## src/rtl/parking_pkg.sv

```systemverilog
// ---------------------------------------------------------------------------
// parking_pkg
// Shared definitions for the parking entry front end: the FSM state
// encoding (also driven out on state_o) and default timing constants.
// ---------------------------------------------------------------------------
package parking_pkg;

  typedef enum logic [1:0] {
    ST_IDLE    = 2'd0,
    ST_WAIT_D1 = 2'd1,
    ST_WAIT_D2 = 2'd2,
    ST_READY   = 2'd3
  } state_e;

  // Consecutive disagreeing samples before a debounced sensor flips.
  localparam int DEBOUNCE_CYCLES_DEF = 4;
  // Idle cycles tolerated between password digits (timeout build only).
  localparam int TIMEOUT_CYCLES_DEF  = 64;

endpackage : parking_pkg

```

## src/rtl/sensor_debounce.sv

```systemverilog
// ---------------------------------------------------------------------------
// sensor_debounce
// Debounces one raw sensor. o_stable takes the value of i_raw only after
// i_raw has disagreed with o_stable on DEBOUNCE_CYCLES consecutive clocks;
// any agreeing sample restarts the count. i_raw is expected to be
// synchronous to clk already.
//
// Ports:
//   clk      in   rising-edge clock
//   rst_n    in   asynchronous active-low reset
//   i_raw    in   raw sensor level
//   o_stable out  debounced sensor level (0 out of reset)
// ---------------------------------------------------------------------------
module sensor_debounce #(
  parameter int DEBOUNCE_CYCLES = 4
) (
  input  logic clk,
  input  logic rst_n,
  input  logic i_raw,
  output logic o_stable
);

  localparam int CNT_W = (DEBOUNCE_CYCLES < 2) ? 1 : $clog2(DEBOUNCE_CYCLES);
  localparam logic [CNT_W-1:0] CNT_LAST = CNT_W'(DEBOUNCE_CYCLES - 1);

  logic [CNT_W-1:0] r_cnt;
  logic             r_stable;

  // NOTE: every register gets an explicit value in the async reset branch and
  // is updated only with non-blocking assignments, so all flops in the block
  // sample the same pre-edge values regardless of statement order.
  always_ff @(posedge clk or negedge rst_n) begin
    if (!rst_n) begin
      r_cnt    <= '0;
      r_stable <= 1'b0;
    end else if (i_raw != r_stable) begin
      if (r_cnt == CNT_LAST) begin
        r_stable <= i_raw;
        r_cnt    <= '0;
      end else begin
        r_cnt <= r_cnt + CNT_W'(1);
      end
    end else begin
      r_cnt <= '0;
    end
  end

  assign o_stable = r_stable;

endmodule : sensor_debounce

```

## src/rtl/parking_entry_frontend.sv

```systemverilog
// ---------------------------------------------------------------------------
// parking_entry_frontend
// Front end of the parking entry gate: debounces the entry/exit sensors and
// runs a two-digit password capture FSM. entry_sensor is raised to the
// parking controller only once a car is present and both digits are in.
//
// Optional feature (macro PASSWORD_TIMEOUT_EN): a digit-entry timeout that
// drops back to WAIT_D1 after TIMEOUT_CYCLES idle cycles in a WAIT state.
// Without the macro the WAIT states wait indefinitely and timeout_err is 0.
//
// Ports:
//   clk          in   rising-edge clock
//   rst          in   asynchronous active-low reset
//   entry_raw    in   raw entry-gate sensor
//   exit_raw     in   raw exit-gate sensor
//   key_valid    in   one-cycle strobe, key_data holds a digit
//   key_data     in   2-bit password digit
//   key_clear    in   one-cycle strobe, discard digits entered so far
//   entry_sensor out  registered, 1 exactly while in READY
//   exit_sensor  out  debounced exit sensor
//   password_1   out  first captured digit
//   password_2   out  second captured digit
//   state_o      out  current FSM state code
//   timeout_err  out  one-cycle pulse on a digit-entry timeout
// ---------------------------------------------------------------------------
module parking_entry_frontend
  import parking_pkg::*;
#(
  parameter int DEBOUNCE_CYCLES = DEBOUNCE_CYCLES_DEF,
  parameter int TIMEOUT_CYCLES  = TIMEOUT_CYCLES_DEF
) (
  input  logic       clk,
  input  logic       rst,
  input  logic       entry_raw,
  input  logic       exit_raw,
  input  logic       key_valid,
  input  logic [1:0] key_data,
  input  logic       key_clear,
  output logic       entry_sensor,
  output logic       exit_sensor,
  output logic [1:0] password_1,
  output logic [1:0] password_2,
  output logic [1:0] state_o,
  output logic       timeout_err
);

  state_e     r_state, w_next_state;
  logic [1:0] r_pw1, r_pw2, w_next_pw1, w_next_pw2;
  logic       r_entry_sensor;
  logic       r_entry_prev;
  logic       w_entry_stable, w_exit_stable;
  logic       w_entry_rise, w_entry_fall;
  logic       w_tmo_hit;

  // ---- sensor debouncing ---------------------------------------------------
  sensor_debounce #(.DEBOUNCE_CYCLES(DEBOUNCE_CYCLES)) u_entry_db (
    .clk      (clk),
    .rst_n    (rst),
    .i_raw    (entry_raw),
    .o_stable (w_entry_stable)
  );

  sensor_debounce #(.DEBOUNCE_CYCLES(DEBOUNCE_CYCLES)) u_exit_db (
    .clk      (clk),
    .rst_n    (rst),
    .i_raw    (exit_raw),
    .o_stable (w_exit_stable)
  );

  // Edge detect on the debounced entry level. The previous-value register
  // resets to 0, so a sensor already high at reset release is seen as a
  // fresh rising edge once it has been debounced.
  assign w_entry_rise = w_entry_stable & ~r_entry_prev;
  assign w_entry_fall = ~w_entry_stable & r_entry_prev;

  // ---- next-state / datapath -----------------------------------------------
  // Priority: debounced entry fall > key_clear > key_valid > timeout.
  // NOTE: every variable written here gets a default before any branch, so
  // no path leaves it unassigned and no latch is inferred.
  always_comb begin
    w_next_state = r_state;
    w_next_pw1   = r_pw1;
    w_next_pw2   = r_pw2;
    if (w_entry_fall && (r_state != ST_IDLE)) begin
      w_next_state = ST_IDLE;
      w_next_pw1   = 2'd0;
      w_next_pw2   = 2'd0;
    end else begin
      unique case (r_state)
        ST_IDLE: begin
          if (w_entry_rise) w_next_state = ST_WAIT_D1;
        end
        ST_WAIT_D1: begin
          // key_clear here has nothing to discard; it just blocks key_valid.
          if (!key_clear) begin
            if (key_valid) begin
              w_next_pw1   = key_data;
              w_next_state = ST_WAIT_D2;
            end else if (w_tmo_hit) begin
              w_next_pw1 = 2'd0;
              w_next_pw2 = 2'd0;
            end
          end
        end
        ST_WAIT_D2: begin
          if (key_clear) begin
            w_next_pw1   = 2'd0;
            w_next_state = ST_WAIT_D1;
          end else if (key_valid) begin
            w_next_pw2   = key_data;
            w_next_state = ST_READY;
          end else if (w_tmo_hit) begin
            w_next_pw1   = 2'd0;
            w_next_pw2   = 2'd0;
            w_next_state = ST_WAIT_D1;
          end
        end
        ST_READY: ;
        default: w_next_state = ST_IDLE;
      endcase
    end
  end

  always_ff @(posedge clk or negedge rst) begin
    if (!rst) begin
      r_state        <= ST_IDLE;
      r_pw1          <= 2'd0;
      r_pw2          <= 2'd0;
      r_entry_sensor <= 1'b0;
      r_entry_prev   <= 1'b0;
    end else begin
      r_state        <= w_next_state;
      r_pw1          <= w_next_pw1;
      r_pw2          <= w_next_pw2;
      // Registered from next state so it tracks READY with no input path.
      r_entry_sensor <= (w_next_state == ST_READY);
      r_entry_prev   <= w_entry_stable;
    end
  end

  // ---- optional digit-entry timeout ----------------------------------------
`ifdef PASSWORD_TIMEOUT_EN
  localparam int TCNT_W = (TIMEOUT_CYCLES < 2) ? 1 : $clog2(TIMEOUT_CYCLES);
  localparam logic [TCNT_W-1:0] TCNT_LAST = TCNT_W'(TIMEOUT_CYCLES - 1);

  logic [TCNT_W-1:0] r_tcnt;
  logic              r_timeout_err;
  logic              w_in_wait;

  assign w_in_wait = (r_state == ST_WAIT_D1) || (r_state == ST_WAIT_D2);
  // Fires on the cycle the count would reach TIMEOUT_CYCLES, and only when
  // no higher-priority event claims the cycle.
  assign w_tmo_hit = w_in_wait && !w_entry_fall && !key_clear && !key_valid &&
                     (r_tcnt == TCNT_LAST);

  always_ff @(posedge clk or negedge rst) begin
    if (!rst) begin
      r_tcnt        <= '0;
      r_timeout_err <= 1'b0;
    end else begin
      r_timeout_err <= w_tmo_hit;
      if (!w_in_wait || key_valid || key_clear || w_tmo_hit ||
          (w_next_state != r_state)) begin
        r_tcnt <= '0;
      end else begin
        r_tcnt <= r_tcnt + TCNT_W'(1);
      end
    end
  end

  assign timeout_err = r_timeout_err;
`else
  assign w_tmo_hit   = 1'b0;
  assign timeout_err = 1'b0;
`endif

  // ---- outputs ---------------------------------------------------------------
  assign entry_sensor = r_entry_sensor;
  assign exit_sensor  = w_exit_stable;
  assign password_1   = r_pw1;
  assign password_2   = r_pw2;
  assign state_o      = r_state;

endmodule : parking_entry_frontend

```

## config.mk

```make
export PLATFORM = sky130hd
export DESIGN_NAME = parking_entry_frontend
export DESIGN_NICKNAME = d
export VERILOG_FILES = /design/src/rtl/parking_pkg.sv /design/src/rtl/sensor_debounce.sv /design/src/rtl/parking_entry_frontend.sv
export SDC_FILE = /design/constraint.sdc
export NUM_CORES = 1
export LEC_CHECK = 0
export CAP_MARGIN = 20
export CORE_AREA = 5 5 42 44
export DETAILED_ROUTE_END_ITERATION = 7
export DIE_AREA = 0 0 47 49
export DONT_BUFFER_PORTS = 1
export GPL_TIMING_DRIVEN = 0
export PLACE_DENSITY_LB_ADDON = 0.2
export SYNTH_ARGS = -nofsm -noshare
export SYNTH_HDL_FRONTEND = slang
export SYNTH_HIERARCHICAL = 1
export SYNTH_SLANG_ARGS = --single-unit
```

## constraint.sdc

```tcl
create_clock -name clk -period 1 [get_ports clk]
set_input_delay 0.1 -clock clk [delete_from_list [all_inputs] [get_ports clk]]
set_output_delay 0.1 -clock clk [all_outputs]
set_load 0.02 [all_outputs]
```

Yosys cells after proc, flatten, opt, wreduce, memory -nomap -nowiden
Cells that the tools add are included.
W data, S select, Z words.
Operators by class
  add/subtract/negate cells: 2
  equality and inequality tests: 11
  multiplexer cells: 18
  bitwise gates (word level): 4
  reduce and logical (&&, ||, !) cells: 10
Operators by type and width (count)
  $mux W2: 16
  $ne A3 B3 Y1 const B: 3
  $eq A2 B2 Y1 const B: 4
  $pmux W2 S3: 1
  $reduce_bool A2 Y1: 3
  $add A2 B1 Y2 const B: 2
  $pmux W2 S2: 1
  $reduce_and A2 Y1: 2
  $reduce_and A4 Y1: 1
  $reduce_and A3 Y1: 1
  $reduce_bool A3 Y1: 1
  $and A1 B1 Y1: 2
  $eq A2 B1 Y1 const B: 1
  $logic_not A2 Y1: 1
  $ne A1 B1 Y1: 2
  $ne A2 B1 Y1 const B: 1
  $not A1 Y1: 2
  $logic_and A1 B1 Y1: 1
Storage, ports and cells
  flip-flop bits (word level): 14

Depth between registers and ports, before layout
Gate-level depths: netlist of the first run.
  word-level depth: 6
  gate-level depth with buffers: 5

Modules after synthesis
Netlist of the first run, hierarchy kept.
By module, submodules not included
  parking_entry_frontend: instances 1, cells an instance 41, area an instance 425.4 µm², seq. area each 200.2 µm²
  sensor_debounce: instances 2, cells an instance 8, area an instance 123.9 µm², seq. area each 75.1 µm²

Worst setup path before layout of the first run
No wires, ideal clock.
  kind: register -> register
  start point: register r_state[0] (netlist: state_o[0])
  end point: register r_pw1[0] (netlist: password_1[0])
  setup time: 0.079 ns
  arrival time: 1.077 ns
  required time: 0.921 ns
  slack: -0.156 ns
  cell stages (with the launch flop): 6
  buffers on the path: 1
  period minus slack after synthesis: 1.156 ns
  path through: dfrtp_1 -> buf_6 -> inv_2 -> a21oi_1 -> o22ai_2 -> mux2i_1
Between the ends
  word-level cells in the longest chain between the ends: 4
  elaborated cells between the ends (all ways): 11
  those cells by class: 5 x eq/ne; 2 x mux; 4 x reduce/logical
RTL lines
  start, declared: line parking_entry_frontend.sv:47  | state_e r_state, w_next_state;
  start signal, assigned: line parking_entry_frontend.sv:132  | r_state <= w_next_state;
  $reduce_bool A2 Y1: line parking_entry_frontend.sv:84  | if (w_entry_fall && (r_state != ST_IDLE)) begin
  $logic_and A1 B1 Y1: line parking_entry_frontend.sv:84
  $ne A3 B3 Y1 (no line) / $reduce_bool A3 Y1 (equally long branches)
  $reduce_and A4 Y1 (no line)
  end signal, assigned: line parking_entry_frontend.sv:133  | r_pw1 <= w_next_pw1;
  end, declared: line parking_entry_frontend.sv:48  | logic [1:0] r_pw1, r_pw2, w_next_pw1, w_next_pw2;
Parallel ways exist; a longest one is shown, timed or not.
A chain may end at the register's enable or synchronous reset.

Final worst setup path of the first run
Same ends and word-level chain as after synthesis.

==> summary.md, run 1 <==
| Metric | Value |
|---|---|
| Placer Congestion | `around 0.76` |
| First-pass GRT wire length | `2.14 mm` |
| F_max | `approximately 850 MHz` |
| Full die area | `about 2300 µm²` |
| Number of clock sinks | `14` |
| Grt ovf | `0` |
| Worst r2r path cells | `5` |
| Synth area leaders | `dfrtp_1 (52%), mux2i_1 (4.5%), nor2b_4 (4.1%)` |
| Overall power | `between 2 and 3 mW` |
| Reg-to-Reg Start | `state_o[0]` |
| Placed Instances | `between 70 and 80` |
| Longest Clk Path Bufs | `2` |
| Netlist Area Pre-Place | `673 µm²` |
| Setup violators final | `7` |
| Root Buffer | `clkbuf_4` |
| DR iter-0 viols | `1` |
| Syn Area/Cell | `around 12 µm²` |
| Fraction of registers with async set/reset | `100%` |
| ANT nets after route | `0` |
| CP delay by family, top | `flip-flops` |
| Most instantiated cells after synthesis | `dfrtp_1 (14), a21oi_1 (4), nand2_1 (4), mux2i_1 (3)` |
| Largest net degree at the start of global routing | `15` |
| Fin cells | `90` |
| RSZ-0062 raised after global routing | `yes` |
| R2r setup slk | `-170 ps` |
| CP max FO | `5` |
| Post-layout util | `a little under two thirds` |
| Critical path, cell by cell | `buf_6 -> inv_4 -> a21oi_2 -> o22ai_2 -> mux2i_1` |
| Failing checks | `setup timing` |
| Die Width | `between 40 and 50 µm` |
| Type of the worst min-delay path | `in2reg` |
| Max-cap check violation count | `0` |
| Crit. End Element | `flop` |
| Starting Density | `between 40% and 50%` |
| Syn Nets | `67` |
| Slew margin rel. | `58.1%` |
| Design area | `a little under 900 µm²` |
| Crit path DAT | `1370 ps` |
| ANT cells | `0` |
| Clk slew on worst S/H paths | `around 80 ps` |
| Nets | `between 80 and 90` |
| Hpwl dp | `~870 µm` |
| Number of buffers added on ports | `0` |
| DRT Pass-1 Iters | `2` |
| Status | `finished, violations left` |
| Sequential Area | `~350 µm²` |
| Leakage power | `0.395 nW` |
| Num rows | `14` |
| Clock Latency Late Sink | `roughly 270 ps` |
| Min-Delay Endpoint | `state_o[1]` |
| Dpl cell area | `between 600 and 700 µm²` |
| Die height | `~49 µm` |
| Final WL | `about 1.3 mm` |
| Post-synth EDFFs | `0` |
| Hold Fails Final Rpt | `0` |
| Slew @ Worst Pin | `~630 ps` |
| Multi-input logic area | `about 340 µm²` |
| Via-per-instance ratio | `5.43` |
| H-tree lvl count | `1` |
| Fin crit period | `1170 ps` |
| Yosys reg bits | `14` |
| Largest stage delay, worst path | `between 400 and 500 ps` |
| DR vias | `489` |
| WL/cell | `~15 µm` |
| Buf+Inv Stages, Crit Path | `2` |
| CTS tree | `done` |
| Worst setup margin | `-174 ps` |
| TritonCTS Buffers | `3` |
| Crit path max-delay cell type | `dfrtp_2` |
| Area Overhead vs Synth | `32.0%` |
| GRT Util Overall | `around an eighth` |
| Vias in the first global route | `around 530` |
| Max VDD drop | `1560 µV` |
| Drt drc | `0` |
| Ys flop type | `dfrtp_1` |
| Final slew viol count | `0` |
| Initial antenna violation count | `0` |
| Placeable Area | `roughly 1400 µm²` |
| Pwr dens | `between 3000 and 4000 nW/µm²` |
| CP Data Required Time | `around 1200 ps` |
| Io pins | `17` |
| Skew final | `about 3.7 ps` |
| CP startpoint kind | `flop` |
| Share of cells above drive strength 1 | `45.9%` |
| Setup TNS | `-774 ps` |
| Critical path class | `reg2reg` |
| Syn Inst Count | `between 50 and 60` |
| Fin crit share | `117%` |
| Post-synthesis cell type count | `25` |
| Synth top area share | `between 50% and 60%` |
| Hold Crit Depth | `2` |
| Reg-to-Reg End | `password_1[0]` |
| Dominant cell by count in the synthesized netlist | `dfrtp_1` |
| Cell taking the most area after synthesis | `dfrtp_1` |
| Filler cells | `around 120` |
| Post-synthesis sequential area ratio | `between 50% and 60%` |
| Min-delay src | `key_clear` |
| Yosys Warn Count | `6` |
## per-layer routing
| metal | global-route usage, % | share of wire (%) | vias to the layer above |
|---|---|---|---|
| met2 | 19.9 | 50 | 9 |
| met1 | 15.7 | 43 | 245 |
| met3 | 2.58 | 6.3 | 2 |
| li1 | - | - | 233 |
| met5 | 0 | 0 | - |
| met4 | 5.53 | 0.69 | 0 |
## what timing repair did
item	in CTS	in global routing
setup endpoints to repair	7	9
hold buffers	5	0
gates resized for setup	7	4
pin swaps	2	2
setup buffers	6	2
endpoints found under the hold margin	19	0
## cells in the final DEF (no fill, tap or decap), types with 3 or more instances in the layout
cell type / netlist / layout
dfrtp_1: 14 / 11
buf_4: 1 / 9
dlygate4sd3_1: 0 / 5
a21oi_2: 1 / 4
nand2_1: 4 / 4
mux2i_1: 3 / 3
clkbuf_4: 0 / 3
dfrtp_2: 0 / 3
## how the worst max path moves through the flow
stage,from,to,slack [ps],depth (start not counted)
floorplan,state_o[0],password_1[0],-90,5
CTS,state_o[0],password_1[0],-190,5
finish,state_o[0],password_1[0],-170,5
detailed placement,state_o[1],password_1[1],-180,4
global placement,u_entry_db/o_stable,password_1[0],-180,4
global route,state_o[1],password_1[0],-270,4
## power by group
part           switching, mW  internal [mW]  leakage (nW)  total [mW]
logic                  0.577          0.725         0.208        1.30
registers              0.400          0.833         0.172        1.23
clock network          0.168          0.154        0.0150       0.322
## worst register-to-register path, delay by kind of cell, from the launching register on
family | cells | cell delay [ps]
buf+inv | 2 | 210
mux | 1 | 210
flops | 1 | 460
compound gates | 2 | 220
## logic make-up after synthesis
kind of cell / synth area share, %
multiplexers: 7.81
XOR/XNOR: 2.60
other: 0.557
flip-flops: 52.0
buffers and inverters: 5.02
AO/OA/AOI/OAI: 15.2
AND/OR/NAND/NOR: 13.0
adder cells (fa/ha/maj): 3.72
## final cells by class
type,instances,area share [%]
Buffer,2,2.11
Clock buffer,4,2.96
Inverter,4,2.25
Multi-Input combinational cell,37,38.2
Sequential cell,14,39.9
Tap cell,16,2.25
Timing Repair Buffer,13,12.4
## stage by stage
stage,setup slack [ps],hold slack [ps]
final,-174,18.5
after CTS,-191,12.9
after global routing,-273,30.2
after detailed placement,-182,-195
after floorplan,-93.9,-196
after global placement,-181,-195
## registers in the layout, summed over array words and instances (netlist names)
name	flops
password_1	2
password_2	2
state_o	2
u_entry_db/r_cnt	2
u_exit_db/r_cnt	2
entry_sensor	1
r_entry_prev	1
u_entry_db/o_stable	1
u_exit_db/o_stable	1
Note: power is estimated with default switching activity, not from simulation.
==> run 2: changes to the inputs <==
--- a/config.mk
+++ b/config.mk
@@ -5,7 +5,7 @@
 export SDC_FILE = /design/constraint.sdc
 export NUM_CORES = 1
 export LEC_CHECK = 0
-export CAP_MARGIN = 20
+export CAP_MARGIN = 30
 export CORE_AREA = 5 5 42 44
 export DETAILED_ROUTE_END_ITERATION = 7
 export DIE_AREA = 0 0 47 49
==> results of run 2 <==
No change in the layout: final DEF, timing and power equal those of run 1.
